$ cat src/rtl/aidc_lite_block_assembler.sv
// Collects the concatenator's word-write stream into a block buffer and emits one
// registered block per done_i rising edge: compressed words, or the latched raw block on fail.
module aidc_lite_block_assembler #(
  parameter  int unsigned BLK_WORDS = 8,
  parameter  int unsigned WORD_W    = 64,
  localparam int unsigned AW        = $clog2(BLK_WORDS),
  localparam int unsigned NW        = AW + 1,
  localparam int unsigned BLK_W     = BLK_WORDS * WORD_W
) (
  input  logic              clk,
  input  logic              rst_n,
  input  logic              wr_valid_i,
  input  logic [AW-1:0]     wr_addr_i,
  input  logic [WORD_W-1:0] wr_data_i,
  input  logic              done_i,
  input  logic              fail_i,
  input  logic              raw_valid_i,
  input  logic [BLK_W-1:0]  raw_data_i,
  output logic              valid_o,
  input  logic              ready_i,
  output logic [BLK_W-1:0]  data_o,
  output logic              comp_o,
  output logic [NW-1:0]     nwords_o,
  output logic              busy_o,
  output logic              ovf_o
);

  // Word a lives at packed index BLK_WORDS-1-a so word 0 lands in the top bits of data_o.
  logic [BLK_WORDS-1:0][WORD_W-1:0] buf_q, buf_d;
  logic [AW-1:0]                    max_addr_q, max_addr_d;
  logic [BLK_W-1:0]                 raw_q, raw_d;
  logic                             raw_ok_q, raw_ok_d;
  logic                             done_q;
  logic                             busy_q, busy_d;
  logic                             valid_q, valid_d;
  logic [BLK_W-1:0]                 data_q, data_d;
  logic                             comp_q, comp_d;
  logic [NW-1:0]                    nwords_q, nwords_d;
  logic                             ovf_q, ovf_d;
  logic                             fall, rise;

  always_comb begin
    buf_d      = buf_q;
    max_addr_d = max_addr_q;
    raw_d      = raw_q;
    raw_ok_d   = raw_ok_q;
    busy_d     = busy_q;
    valid_d    = valid_q;
    data_d     = data_q;
    comp_d     = comp_q;
    nwords_d   = nwords_q;
    ovf_d      = ovf_q;
    fall       = done_q & ~done_i;
    rise       = ~done_q & done_i;

    if (fall) begin
      buf_d      = '0;
      max_addr_d = '0;
      busy_d     = 1'b1;
    end

    // A write in the falling-edge cycle lands after the clear; one in the rising cycle is kept.
    if (wr_valid_i && (busy_q || fall)) begin
      buf_d[AW'(BLK_WORDS - 1) - wr_addr_i] = wr_data_i;
      if (wr_addr_i > max_addr_d) begin
        max_addr_d = wr_addr_i;
      end
    end

    if (raw_valid_i) begin
      raw_d    = raw_data_i;
      raw_ok_d = 1'b1;
    end

    if (valid_q && ready_i) begin
      valid_d = 1'b0;
    end

    // Completion uses the raw block latched before this cycle; a same-cycle raw strobe is for the next block.
    if (rise) begin
      busy_d   = 1'b0;
      valid_d  = 1'b1;
      raw_ok_d = raw_valid_i;
      if (fail_i) begin
        data_d   = raw_q;
        comp_d   = 1'b0;
        nwords_d = NW'(BLK_WORDS);
        if (!raw_ok_q) begin
          ovf_d = 1'b1;
        end
      end else begin
        data_d   = buf_d;
        comp_d   = 1'b1;
        nwords_d = NW'(max_addr_d) + NW'(1);
      end
      if (valid_q && !ready_i) begin
        ovf_d = 1'b1;
      end
    end
  end

  always_ff @(posedge clk) begin
    if (!rst_n) begin
      buf_q      <= '0;
      max_addr_q <= '0;
      raw_q      <= '0;
      raw_ok_q   <= 1'b0;
      done_q     <= 1'b1;
      busy_q     <= 1'b0;
      valid_q    <= 1'b0;
      data_q     <= '0;
      comp_q     <= 1'b0;
      nwords_q   <= '0;
      ovf_q      <= 1'b0;
    end else begin
      buf_q      <= buf_d;
      max_addr_q <= max_addr_d;
      raw_q      <= raw_d;
      raw_ok_q   <= raw_ok_d;
      done_q     <= done_i;
      busy_q     <= busy_d;
      valid_q    <= valid_d;
      data_q     <= data_d;
      comp_q     <= comp_d;
      nwords_q   <= nwords_d;
      ovf_q      <= ovf_d;
    end
  end

  assign valid_o  = valid_q;
  assign data_o   = data_q;
  assign comp_o   = comp_q;
  assign nwords_o = nwords_q;
  assign busy_o   = busy_q;
  assign ovf_o    = ovf_q;

endmodule
$ cat config.mk
export PLATFORM = sky130hd
export DESIGN_NAME = aidc_lite_block_assembler
export DESIGN_NICKNAME = d
export VERILOG_FILES = /design/src/rtl/aidc_lite_block_assembler.sv
export SDC_FILE = /design/constraint.sdc
export NUM_CORES = 2
export LEC_CHECK = 0
export CAP_MARGIN = 10
export CORE_AREA = 10 10 428 430
export CTS_BUF_LIST = sky130_fd_sc_hd__clkbuf_8
export CTS_CLUSTER_DIAMETER = 200
export DETAILED_ROUTE_END_ITERATION = 12
export DIE_AREA = 0 0 438 440
export PLACE_DENSITY_LB_ADDON = 0.1
export SLEW_MARGIN = 20
export SYNTH_ARGS = -nofsm -noshare
export SYNTH_HDL_FRONTEND = slang
export SYNTH_SLANG_ARGS = --single-unit
$ cat constraint.sdc
create_clock -name clk -period 3.3 [get_ports clk]
set_clock_uncertainty 0.05 [all_clocks]
set_input_delay 0.495 -clock clk [delete_from_list [all_inputs] [get_ports clk]]
set_output_delay 0.495 -clock clk [all_outputs]
set_load 0.01 [all_outputs]
* Word-level counts from Yosys, hierarchy flattened
Cells that the tools add are included.
Operators by class: bitwise gates (word level) 5, mux-type cells 18, $lt $le $gt $ge 3, reductions and logical operators 11, equal/unequal tests 1, add/sub/neg operators 2
Operator list (count):
- 512-bit 2-to-1 mux | 3
- 512-bit bitwise mux | 1
- 64-bit demux with 3-bit select | 1
- 64-bit 2-to-1 mux | 1
- 3-bit 2-to-1 mux | 3
- 1-bit 2-to-1 mux | 8
- 2-bit nonzero test | 3
- 3-bit by 1-bit adder with 4-bit output (second input constant) | 1
- 1-bit logical AND | 4
- 3-bit by 4-bit < comparator with 1-bit output (second input constant) | 1
- 4-bit 2-to-1 mux | 1
- 3-bit by 1-bit greater-or-equal comparator with 1-bit output (second input constant) | 1
- 3-bit greater-than comparator | 1
- 1-bit inverter | 3
- 3-bit AND reduction | 1
- 3-bit subtractor (first input constant) | 1
- 1-bit AND | 2
- 2-bit by 1-bit != test with 1-bit output (second input constant) | 1
- 2-bit OR reduction | 1
- 1-bit logical NOT | 1
- 1-bit logical OR | 1
Storage, ports and cells: register bits after elaboration 1549, output and inout port bits 520, word-level logic and storage cells 58, input bits 586

* Logic depth before layout (Yosys ltp)
depth after elaboration 8, gate-level depth with buffers 12, mapped depth without buffers 10

* Worst setup path after synthesis
No wires, ideal clock.
path type input port to flip-flop, start point in done_i, end point reg nwords_q[2], in the netlist nwords_o[2], arrival 2529 ps, path buffers 2, path slack 625 ps, library setup time 96 ps, stages on the path 11, required time 3154 ps, path through or2b_1 > buf_4 > buf_2 > nand2_1 > ha_1 > and3b_1 > o221a_2 > a31o_2 > ha_1 > xor2_1 > o41ai_2
On the way: longest elaborated chain between the ends 8, elaborated cells between the ends (all ways) 11, classes of those cells add/sub (1); order compare (1); mux (4); bitwise (3); reduce/logical (2)
Ends and longest elaborated chain:
- from (decl) | RTL line 15 | input logic done_i,
- 1-bit inverter * | RTL line 53 | fall = done_q & ~done_i;
- 1-bit AND * | RTL line 53
- 3-bit 2-to-1 mux | RTL line 56 | if (fall) begin
- 3-bit greater-than comparator | RTL line 65 | if (wr_addr_i > max_addr_d) begin
- 3-bit 2-to-1 mux | RTL line 65
- 3-bit 2-to-1 mux * | RTL line 63 | if (wr_valid_i && (busy_q || fall)) begin
- via max_addr_d[1] | RTL line 30 | logic [AW-1:0] max_addr_q, max_addr_d;
- 3-bit by 1-bit adder with 4-bit output * | RTL line 94 | nwords_d = NW'(max_addr_d) + NW'(1);
- 4-bit 2-to-1 mux * | RTL line 84 | if (fail_i) begin
- to (signal assigned) | RTL line 125 | nwords_q <= nwords_d;
- to (decl) | RTL line 38 | logic [NW-1:0] nwords_q, nwords_d;
Mark *: on every way through the listed nets, which the timed path passes. The rest lies on a longest branch. A chain may end at the register's enable or synchronous reset.

* Worst setup path after layout
start point reg busy_q, in the netlist busy_o, end point out busy_o
RTL lines:
- from (decl) | RTL line 34 | logic busy_q, busy_d;
- from (signal assigned) | RTL line 121 | busy_q <= busy_d;
- to (decl) | RTL line 24 | output logic busy_o,
No word-level cell between the ends.

==> reports/qor.csv <==
stage;metric;value;unit
synthesis;synthTopCellsByCount;1549 x dfxtp_1, 1033 x nor2_1, 1030 x nand2_1, 1024 x mux2i_1, 515 x and2_1;
route;wl_met1;114000;microns
sta;hold_viol_final;0;
clock_tree;cts_buffer_depth;4;
route;wirelength;293000;microns
placed_design;place_area;0.0766;sq mm
final_layout;final_cells;10700;
placed_design;dp_slack;0.0791;ns
clock_tree;clock_latency;1.03;ns
min_path;min_path_type;input port to register;
synthesis;synth_area;0.0630;sq mm
setup_path;criticalPathCategory;register to primary output;
sta;whs;0.0827;ns
floorplanning;core;0.175;sq mm
placed_design;hpwlAfterDp;192000;microns
final_layout;finish.utilization;0.487;
global_route;grt_pass1_wl;408000;microns
final_layout;fillers;16900;
clock_tree;ctsResizeCount;0;
setup_path;worst-r2r-setup-slack;0.77;ns
sta;finalWorstSetupSlack;0.331;ns
sta;rsz0062_at_grt;no;
global_route;grt_pass1_vias;55000;
synthesis;synth_xor_area_frac;0.000139;
route;dr_wl_met2;142000;microns
clock_tree;hold_buffers;305;
synthesis;synth_cells;6917;
route;vias;56200;
setup_path;crit_slowest_cell;clkdlybuf4s50_1;
synthesis;synth_compound_area_frac;0.115;
setup_path;cp.arrival;2.42;ns
setup_path;crit_path_end_kind;primary output;
placed_design;gp_congestion;0.854;
route;dr.first_iter.drc_count;4356;
synthesis;synth_area_leaders;dfxtp_1 49%, mux2i_1 16%, o32ai_1 7.1%;
global_route;grt_max_degree;210;
synthesis;netlist.area_leader.share;0.493;
clock_tree;cts_htree_levels;5;
pwr;powerDensity;505;mW/mm^2
floorplanning;initial_core_util;0.360;
final_layout;drive_above_1_share;0.0743;
floorplanning;ioPinCount;1106;
sta;min_period;2.97;ns
final_layout;multiInputGateArea;0.0288;sq mm
clock_tree;cts_made_buffers;295;
synthesis;synth-simple-area-share;0.176;
setup_path;cp-start-kind;register;
setup_path;worstPathCellList;clkdlybuf4s50_1;
pwr;finalPower;43.0;mW
route;routed_via_density;5.24;
clock_tree;clockRootBuffer;clkbuf_8;
clock_tree;cts_sinks;1549;
sta;slew_viol_final;0;
sta;setup_tns;0;ns
route;topRoutingLayerUsed;met5;
route;wl_met3;18800;microns
sta;relSlewSlack;0.138;
floorplanning;row_count;154;
pwr;ir_drop;0.431;mV
pwr;leakage;35.9;nW
floorplanning;die-area;0.193;sq mm
synthesis;synth.area.mux_share;0.163;
route;drt_first_pass_iters;6;
synthesis;seq_area_frac_synth;0.493;
run_status;status;complete, no violations;
setup_path;cp.required;2.75;ns
final_layout;ff_latch_area;0.0310;sq mm
sta;fmax;337;MHz
synthesis;synthAdderAreaFrac;0.000795;
route;wl_per_cell;27.3;microns
route;ant_nets;0;
floorplanning;fp.dieH;440;microns
floorplanning;die_w;438;microns
synthesis;synth_async_sr_flop_share;0;
synthesis;synth_cell_types;35;
synthesis;synth_top_family_by_area;simple AND/OR/NAND/NOR gates;
synthesis;ys_ff_latch;1549;
sta;setup-violations-final;0;
setup_path;worst-path-buf-inv;1;
synthesis;synth_edf_count;0;
placed_design;port_buffers;1105;
global_route;grt_usage;0.288;
synthesis;ys.flop_type;dfxtp_1;
clock_tree;cts.clk_slew.worst_paths;0.05;ns
flow_run;cap_violations;0;
final_layout;final_cell_area;0.0852;sq mm
global_route;grt-ovfl-total;0;
final_layout;area_delta_synth_final;35.3;%
setup_path;critPathTopFamily;buffers and inverters;
placed_design;dpl.cell_count;9924;
clock_tree;cts_tree;yes;
global_route;antenna_found_initial;51;
clock_tree;cts_post_setup_buffers_inserted;0;
synthesis;synth_area_leader_cell;dfxtp_1;
sta;fin_crit_sh;0.900;
route;drc;0;
synthesis;synth_nets;7507;
sta;worst_pin_slew;1.29;ns
synthesis;yosys.cell_count.top_type;dfxtp_1;
synthesis;avgSynthCellArea;9.10;sq um
synthesis;ys_warn_count;0;
setup_path;worstPathMaxFanout;7;
setup_path;critPathMaxStageDelay;0.79;ns
final_layout;nNetsFinal;8776;
cell families (layout without fill, tap and decap cells):
group           count (synthesis)  after routing
simple gates                 2592           2592
flops                        1549           1549
compound gates               1049           1049
mux                          1025           1025
buf+inv                       697           2153
fa+ha+maj                       4              4
xor+xnor                        1              1
other cells                     0             20
flip-flops by register name, summed over array words and instances (netlist names):
name and count:
max_addr_q 3, done_q 1, data_o 512, busy_o 1, ovf_o 1, raw_ok_q 1, nwords_o 4, raw_q 512
buf_q 512, valid_o 1, comp_o 1
report_power, final:
part | internal [mW] | switching, mW | leakage (nW)
clock | 9.85 | 8.36 | 3.22
combinational | 2.12 | 3.00 | 20.1
sequential | 19.3 | 0.334 | 12.6
final timing paths:
kind,start,end,depth (start not counted)
worst min register to register,data_o[43],data_o[43],2
worst max-delay path,busy_o,busy_o,1
worst min-delay path,raw_data_i[359],raw_q[359],3
worst max register to register,done_q,nwords_o[2],10
placed cells by master, fill, tap and decap left out, types with 2 or more instances in the layout:
cell,count
dfxtp_1,1549
clkdlybuf4s50_1,1102
nor2_1,1033
nand2_1,1030
mux2i_1,1024
and2_1,515
o21ai_0,514
o32ai_1,512
clkbuf_8,351
dlygate4sd3_1,305
inv_1,132
buf_4,102
buf_12,89
inv_2,35
diode_2,20
clkinv_2,11
clkinv_1,9
a21oi_1,8
o2111ai_4,8
clkinvlp_4,6
nand3_1,4
ha_1,4
bufinv_16,4
nand2b_1,3
buf_8,3
a31o_2,2
nor2b_1,2
inv_8,2
routing by layer:
layer / vias to the layer above / global-route usage
met5: - / 0
met2: 2033 / 0.486
li1: 26100 / -
met1: 27500 / 0.340
met4: 8 / 0.158
met3: 582 / 0.0595
final cells by class:
type	count	share of cell area
Timing Repair Buffer	1601	0.196
Clock inverter	133	0.00764
Tap cell	2340	0.0344
Inverter	68	0.00317
Sequential cell	1549	0.364
Antenna cell	20	0.000588
Multi-Input combinational cell	4671	0.338
Clock buffer	351	0.0567
Power figures use the tool's default switching activity.
